<file path="config.mk">
export PLATFORM = sky130hd
export DESIGN_NAME = traffic_light_fsm
export DESIGN_NICKNAME = d
export VERILOG_FILES = /design/src/rtl/traffic_light_fsm_pkg.sv /design/src/rtl/traffic_light_fsm_tick_gen.sv /design/src/rtl/traffic_light_fsm.sv
export SDC_FILE = /design/constraint.sdc
export NUM_CORES = 1
export LEC_CHECK = 0
export BUFFER_PORTS_ARGS = -buffer_cell sky130_fd_sc_hd__buf_2
export CELL_PAD_IN_SITES_DETAIL_PLACEMENT = 1
export CELL_PAD_IN_SITES_GLOBAL_PLACEMENT = 2
export CORE_ASPECT_RATIO = 1.75
export CORE_MARGIN = 4
export CORE_UTILIZATION = 35
export CTS_BUF_LIST = sky130_fd_sc_hd__clkbuf_2
export DETAILED_ROUTE_END_ITERATION = 8
export PLACE_DENSITY = 0.74
export SKIP_CTS_REPAIR_TIMING = 1
export SLEW_MARGIN = 0
export SYNTH_ARGS = -nofsm -noshare
export SYNTH_HDL_FRONTEND = slang
export SYNTH_SLANG_ARGS = --single-unit
export TNS_END_PERCENT = 30
</file>
<file path="constraint.sdc">
create_clock -name clk -period 1.9 [get_ports clk]
set_input_delay 0.57 -clock clk [delete_from_list [all_inputs] [get_ports clk]]
set_output_delay 0.57 -clock clk [all_outputs]
set_load 0.02 [all_outputs]
</file>
<file path="src/rtl/traffic_light_fsm_pkg.sv">
// Shared definitions for the main/side intersection controller.
//   state_e   : phase encoding, also driven out on the debug state port
//   Lamp*     : one-hot lamp encodings, {red, yellow, green}
//   lamps_t   : bundle of all lamp outputs for one phase
//   lamps_for : phase -> lamp pattern lookup
package traffic_light_fsm_pkg;

    typedef enum logic [2:0] {
        StMainGrn = 3'd0,
        StMainYel = 3'd1,
        StWalk    = 3'd2,
        StSideGrn = 3'd3,
        StSideExt = 3'd4,
        StSideYel = 3'd5
    } state_e;

    localparam logic [2:0] LampRed = 3'b100;
    localparam logic [2:0] LampYel = 3'b010;
    localparam logic [2:0] LampGrn = 3'b001;

    typedef struct packed {
        logic [2:0] main;
        logic [2:0] side;
        logic       walk;
    } lamps_t;

    // At most one road is ever non-red; WALK holds both roads red.
    function automatic lamps_t lamps_for(state_e st);
        lamps_t l;
        case (st)
            StMainGrn: l = '{main: LampGrn, side: LampRed, walk: 1'b0};
            StMainYel: l = '{main: LampYel, side: LampRed, walk: 1'b0};
            StWalk:    l = '{main: LampRed, side: LampRed, walk: 1'b1};
            StSideGrn: l = '{main: LampRed, side: LampGrn, walk: 1'b0};
            StSideExt: l = '{main: LampRed, side: LampGrn, walk: 1'b0};
            StSideYel: l = '{main: LampRed, side: LampYel, walk: 1'b0};
            default:   l = '{main: LampRed, side: LampRed, walk: 1'b0};
        endcase
        return l;
    endfunction

endpackage

</file>
<file path="src/rtl/traffic_light_fsm_tick_gen.sv">
// Timer prescaler: counts 0..TICK_DIV-1 and flags the last count as a tick.
//   clk   in   system clock, rising edge
//   reset in   asynchronous active-low reset, clears the count
//   clr   in   synchronous clear, restarts the count at 0 (phase entry)
//   tick  out  high while the count sits at TICK_DIV-1
module traffic_light_fsm_tick_gen #(
    parameter int unsigned TICK_DIV = 50_000_000
) (
    input  logic clk,
    input  logic reset,
    input  logic clr,
    output logic tick
);

    localparam int unsigned CntW = (TICK_DIV > 2) ? $clog2(TICK_DIV) : 1;

    logic [CntW-1:0] count_q;
    logic [CntW-1:0] count_d;

    assign tick = (count_q == CntW'(TICK_DIV - 1));

    always_comb begin
        count_d = count_q + CntW'(1);
        if (clr || tick) begin
            count_d = '0;
        end
    end

    always_ff @(posedge clk or negedge reset) begin
        if (!reset) begin
            count_q <= '0;
        end else begin
            count_q <= count_d;
        end
    end

endmodule

</file>
<file path="src/rtl/traffic_light_fsm.sv">
// Main/side intersection controller with a pedestrian phase.
// Each phase runs for T_x prescaled ticks; road requests (sensor) and the latched
// pedestrian request (pendingWalk) are only looked at when the phase expires.
//   clk          in   system clock, rising edge
//   reset        in   asynchronous active-low reset
//   sensor       in   side-street vehicle present
//   pendingWalk  in   latched pedestrian request
//   reset_by_fsm out  one-cycle pulse on WALK entry, clears the request latch
//   main_lamp    out  {red,yellow,green}, one-hot
//   side_lamp    out  {red,yellow,green}, one-hot
//   walk_lamp    out  pedestrian WALK indicator
//   state        out  current phase code
module traffic_light_fsm
    import traffic_light_fsm_pkg::*;
#(
    parameter int unsigned TICK_DIV = 50_000_000,
    parameter int unsigned T_BASE   = 6,
    parameter int unsigned T_EXT    = 3,
    parameter int unsigned T_YEL    = 2,
    parameter int unsigned T_WALK   = 3
) (
    input  logic       clk,
    input  logic       reset,
    input  logic       sensor,
    input  logic       pendingWalk,
    output logic       reset_by_fsm,
    output logic [2:0] main_lamp,
    output logic [2:0] side_lamp,
    output logic       walk_lamp,
    output logic [2:0] state
);

    localparam int unsigned TMaxBE = (T_BASE > T_EXT) ? T_BASE : T_EXT;
    localparam int unsigned TMaxYW = (T_YEL > T_WALK) ? T_YEL : T_WALK;
    localparam int unsigned TMax   = (TMaxBE > TMaxYW) ? TMaxBE : TMaxYW;
    localparam int unsigned TimerW = $clog2(TMax + 1);

    // Timer holds remaining full ticks after the current one.
    function automatic logic [TimerW-1:0] phase_load(state_e st);
        case (st)
            StMainGrn, StSideGrn: return TimerW'(T_BASE - 1);
            StMainYel, StSideYel: return TimerW'(T_YEL - 1);
            StWalk:               return TimerW'(T_WALK - 1);
            StSideExt:            return TimerW'(T_EXT - 1);
            default:              return TimerW'(T_BASE - 1);
        endcase
    endfunction

    state_e            state_q;
    state_e            state_d;
    logic [TimerW-1:0] timer_q;
    logic [TimerW-1:0] timer_d;
    logic              tick;
    logic              expiry;
    logic              enter;
    lamps_t            lamps_d;

    traffic_light_fsm_tick_gen #(
        .TICK_DIV (TICK_DIV)
    ) u_tick_gen (
        .clk   (clk),
        .reset (reset),
        .clr   (enter),
        .tick  (tick)
    );

    assign expiry = tick && (timer_q == '0);

    always_comb begin
        state_d = state_q;
        enter   = 1'b0;
        timer_d = timer_q;
        if (tick && (timer_q != '0)) begin
            timer_d = timer_q - TimerW'(1);
        end

        case (state_q)
            StMainGrn: begin
                // Staying put still restarts the phase so main green is re-timed.
                if (expiry) begin
                    enter   = 1'b1;
                    state_d = (sensor || pendingWalk) ? StMainYel : StMainGrn;
                end
            end
            StMainYel: begin
                // Walk wins over a waiting side car; the car is served after WALK.
                if (expiry) begin
                    enter   = 1'b1;
                    state_d = pendingWalk ? StWalk : StSideGrn;
                end
            end
            StWalk: begin
                if (expiry) begin
                    enter   = 1'b1;
                    state_d = sensor ? StSideGrn : StMainGrn;
                end
            end
            StSideGrn: begin
                if (expiry) begin
                    enter   = 1'b1;
                    state_d = sensor ? StSideExt : StSideYel;
                end
            end
            StSideExt: begin
                if (expiry) begin
                    enter   = 1'b1;
                    state_d = StSideYel;
                end
            end
            StSideYel: begin
                if (expiry) begin
                    enter   = 1'b1;
                    state_d = StMainGrn;
                end
            end
            default: begin
                // Unused codes recover immediately without any yellow.
                enter   = 1'b1;
                state_d = StMainGrn;
            end
        endcase

        if (enter) begin
            timer_d = phase_load(state_d);
        end

        lamps_d = lamps_for(state_d);
    end

    // Outputs are registered from the next state so they change with the state register.
    always_ff @(posedge clk or negedge reset) begin
        if (!reset) begin
            state_q      <= StMainGrn;
            timer_q      <= phase_load(StMainGrn);
            reset_by_fsm <= 1'b0;
            main_lamp    <= LampGrn;
            side_lamp    <= LampRed;
            walk_lamp    <= 1'b0;
        end else begin
            state_q      <= state_d;
            timer_q      <= timer_d;
            reset_by_fsm <= (state_d == StWalk) && (state_q != StWalk);
            main_lamp    <= lamps_d.main;
            side_lamp    <= lamps_d.side;
            walk_lamp    <= lamps_d.walk;
        end
    end

    assign state = state_q;

endmodule

</file>
==> run metrics <==
run status finished, violations left; failing checks setup timing; Area Overhead vs Synth 24.4%; Worst R2R Setup Slack -0.02 ns; Clock power frac between 20 and 30%; CTS tree built; Slew Limit Headroom about 72%; Final #Nets between 200 and 300; WL/cell between 15 and 20 um; Post-Synthesis Cells around 240; worst skew pair latency 0.42 ns; Worst R2R End main_lamp[1]$_DFF_PN0_; grt peak-use layer met2; GR Overflow Total 0; CTS Buf Count 5; top post-synthesis cells by area dfrtp_1 42%, nor2_1 7.3%, dfstp_2 4.9%; met1 usage a little under a fifth; Yosys reg bits 40; sw frac 25.8%; Setup Skew about 0.025 ns; part of the Yosys area used for sequential elements about 47%; DIE AREA 7520 um2; drt drc 0; worst vdd ir between 0.4 and 0.5 mV; Initial DRC Count 83; Netlist cell types 40; initial antenna violation count 0; Avg Cell Area, Syn ~9 um2; Simple-Gate Fraction of Synth Area between 30% and 40%; Mapped Area 2150 um2; global routing met2 resource utilization 34.5%; PortBufs 14; Worst-path clk slew approximately 0.21 ns; final hold slack about 0.038 ns; Static Leakage 1.21 nW; layout cells sized above 1 between 20% and 30%; met3 Resource Use GR under 10%; Die Y 112 um; PwrDens 494 nW/um2; pin count of the biggest net entering global routing 29; CTS sink cnt 40; Post-Synth XOR/XNOR Area under 10%; Setup CP Type flop to flop; worst-margin pin slew between 0.4 and 0.5 ns; Hold Crit Class primary input to async pin; Ys Warns 0; Flop pwr share about 65%; DR vias around 1900; # rows 37; CP Capture Type flop; Switching Power between 0.0003 and 0.0004 W; root buffer cell clkbuf_2; # diodes 0; mux cell area share after synthesis 1.40%; CP max FO 3; startpoint types flop; total negative slack -0.0216 ns; critical path launch point u_tick_gen.count_q[9]$_DFF_PN0_; PnR worst setup slack -0.0216 ns; wirelength, routed approximately 6 mm; Slew Viols, Final 0; fmax 520 MHz; Period minus WS final 1.92 ns; Detailed Routing Iterations Pass 1 4; Worst R2R Start u_tick_gen.count_q[9]$_DFF_PN0_; first-pass GRT wire length 10.2 mm; Initial Util 36.3%; antenna violation net count after detailed routing 0; adder-cell share of the synthesized area 1.74%; Filler Cells Inserted 735; largest family of logic cells by synthesized area simple AND/OR/NAND/NOR gates; Final GP Congestion about 0.76; complex-gate fraction of the synthesized area 7.79%; Worst EP required between 2 and 2.5 ns; Avg Vias per Cell 5.21; CTS max path bufs 2; H-tree depth 2; Worst R2R Path Depth 5; area share of the largest cell type after synthesis a little over two fifths; vias in the first global route about 2000; Period Utilization, post-route 101%; Die X a little under 70 um; Final Hold Fails 0; RSZ-0062 raised after global routing true; # setup viols final 1; area leader, netlist dfrtp_1; critical path arrival 2.29 ns; Tot Pwr ~0.0013 W; Gate power share roughly 5%; # IOs 15; syn nets 243; Total GRT Usage between 10% and 20%; Int Pwr 0.000982 W; HPWL after DPL between 4 and 5 mm; core area about 6000 um2; Max Cap Viol 0
metal layers:
| metal | vias to the layer above | part of all wire [%] | wire length, um |
|---|---|---|---|
| met5 | - | 0 | 0 |
| li1 | 910 | - | - |
| met4 | 0 | 2.4 | 143 |
| met2 | 19 | 59 | 3520 |
| met1 | 923 | 37 | 2240 |
| met3 | 9 | 1.9 | 114 |
critical path, stage by stage (launching register included):
cell	delay, ns
dfrtp_1	0.45
nor4_4	0.30
nand4_1	0.21
or3_4	0.43
or3_1	0.35
a21boi_1	0.15
power groups by stage:
stage | combinational, W | sequential (W) | clock, W
final | 0.0000662 | 0.000862 | 0.000394
after floorplan | 0.0000202 | 0.000882 | 0
after global placement | 0.0000659 | 0.000877 | 0
after CTS | 0.0000666 | 0.000863 | 0.000424
after global routing | 0.0000749 | 0.000864 | 0.000465
after detailed placement | 0.0000665 | 0.000877 | 0
stage by stage:
step | setup slack [ns] | util (%) | instance area [um2] | instances
after floorplan | 0.00778 | - | 2160 | 236
after global placement | -0.0390 | 42.6 | 2520 | 346
after detailed placement | -0.0544 | 42.6 | 2520 | 346
after CTS | -0.0847 | 43.3 | 2560 | 354
after global routing | -0.0758 | 45.2 | 2680 | 357
final | -0.0216 | 45.2 | 2680 | 357
registers in the layout, indices dropped and copies added (netlist names):
name / flops
side_lamp: 3
u_tick_gen.count_q: 26
state: 3
reset_by_fsm: 1
timer_q: 3
main_lamp: 3
walk_lamp: 1
cells by family after synthesis:
kind of cell	count (synthesis)
buf+inv	16
fa+ha+maj	3
simple gates	125
flops	40
mux	3
xor+xnor	23
compound gates	26
worst max-delay path by stage:
stage / end / slack (ns) / cells after the start
5_1_grt: main_lamp[1]$_DFF_PN0_ / -0.08 / 6
4_1_cts: state[1]$_DFF_PN0_ / -0.08 / 6
2_1_floorplan: main_lamp[1]$_DFF_PN0_ / 0.008 / 6
6_report: main_lamp[1]$_DFF_PN0_ / -0.02 / 5
3_5_place_dp: timer_q[2]$_DFFE_PN1P_ / -0.05 / 5
3_3_place_gp: state[1]$_DFF_PN0_ / -0.04 / 6
cell type report:
type	count	area [um2]	share of cell area [%]
Clock buffer	7	35.0	1.31
Tap cell	78	97.6	3.65
Sequential cell	40	1010	37.7
Clock inverter	1	5.00	0.187
Inverter	6	22.5	0.842
Timing Repair Buffer	45	330	12.3
Multi-Input combinational cell	180	1180	44.0
cell usage after synthesis:
master	n
and3_1	4
a2111oi_0	1
nand3b_1	2
o21ai_1	1
nor4_1	6
a31o_2	1
or2_2	1
nand3_1	16
a21boi_0	1
and2_1	3
and4bb_1	1
nor3b_1	1
nand4_1	6
nand2b_1	4
o211a_1	1
nor4b_1	1
and4_1	7
nand2_1	16
xnor2_1	12
xor2_1	11
o22a_1	1
buf_2	1
a21boi_1	1
dfrtp_1	36
or3_1	6
a311oi_1	1
clkbuf_1	9
a31oi_1	2
a21oi_1	7
o21ai_0	5
o211ai_1	3
nor4_2	1
nor2_1	42
ha_1	3
nor3_1	7
o31ai_1	1
nor4bb_1	1
mux2i_1	3
dfstp_2	4
inv_1	6
cell usage in the layout, fill, tap and decap left out, types with 2 or more instances in the layout:
master,netlist,routed
nor2_1,42,41
dfrtp_1,36,34
buf_4,0,30
nand2_1,16,16
nand3_1,16,16
buf_2,1,13
xnor2_1,12,12
xor2_1,11,11
and4_1,7,7
a21oi_1,7,7
clkbuf_2,0,7
inv_1,6,6
nand4_1,6,6
nor3_1,7,6
or3_1,6,5
o21ai_0,5,4
dfstp_2,4,4
nor4_2,1,3
and2_1,3,3
nand2b_1,4,3
o211ai_1,3,3
nor4_1,6,3
mux2i_1,3,3
and3_4,0,2
and3_1,4,2
nand3b_1,2,2
a31oi_1,2,2
ha_1,3,2
buf_12,0,2
dfrtp_2,0,2
No activity file was read; power rests on OpenSTA's default activity.
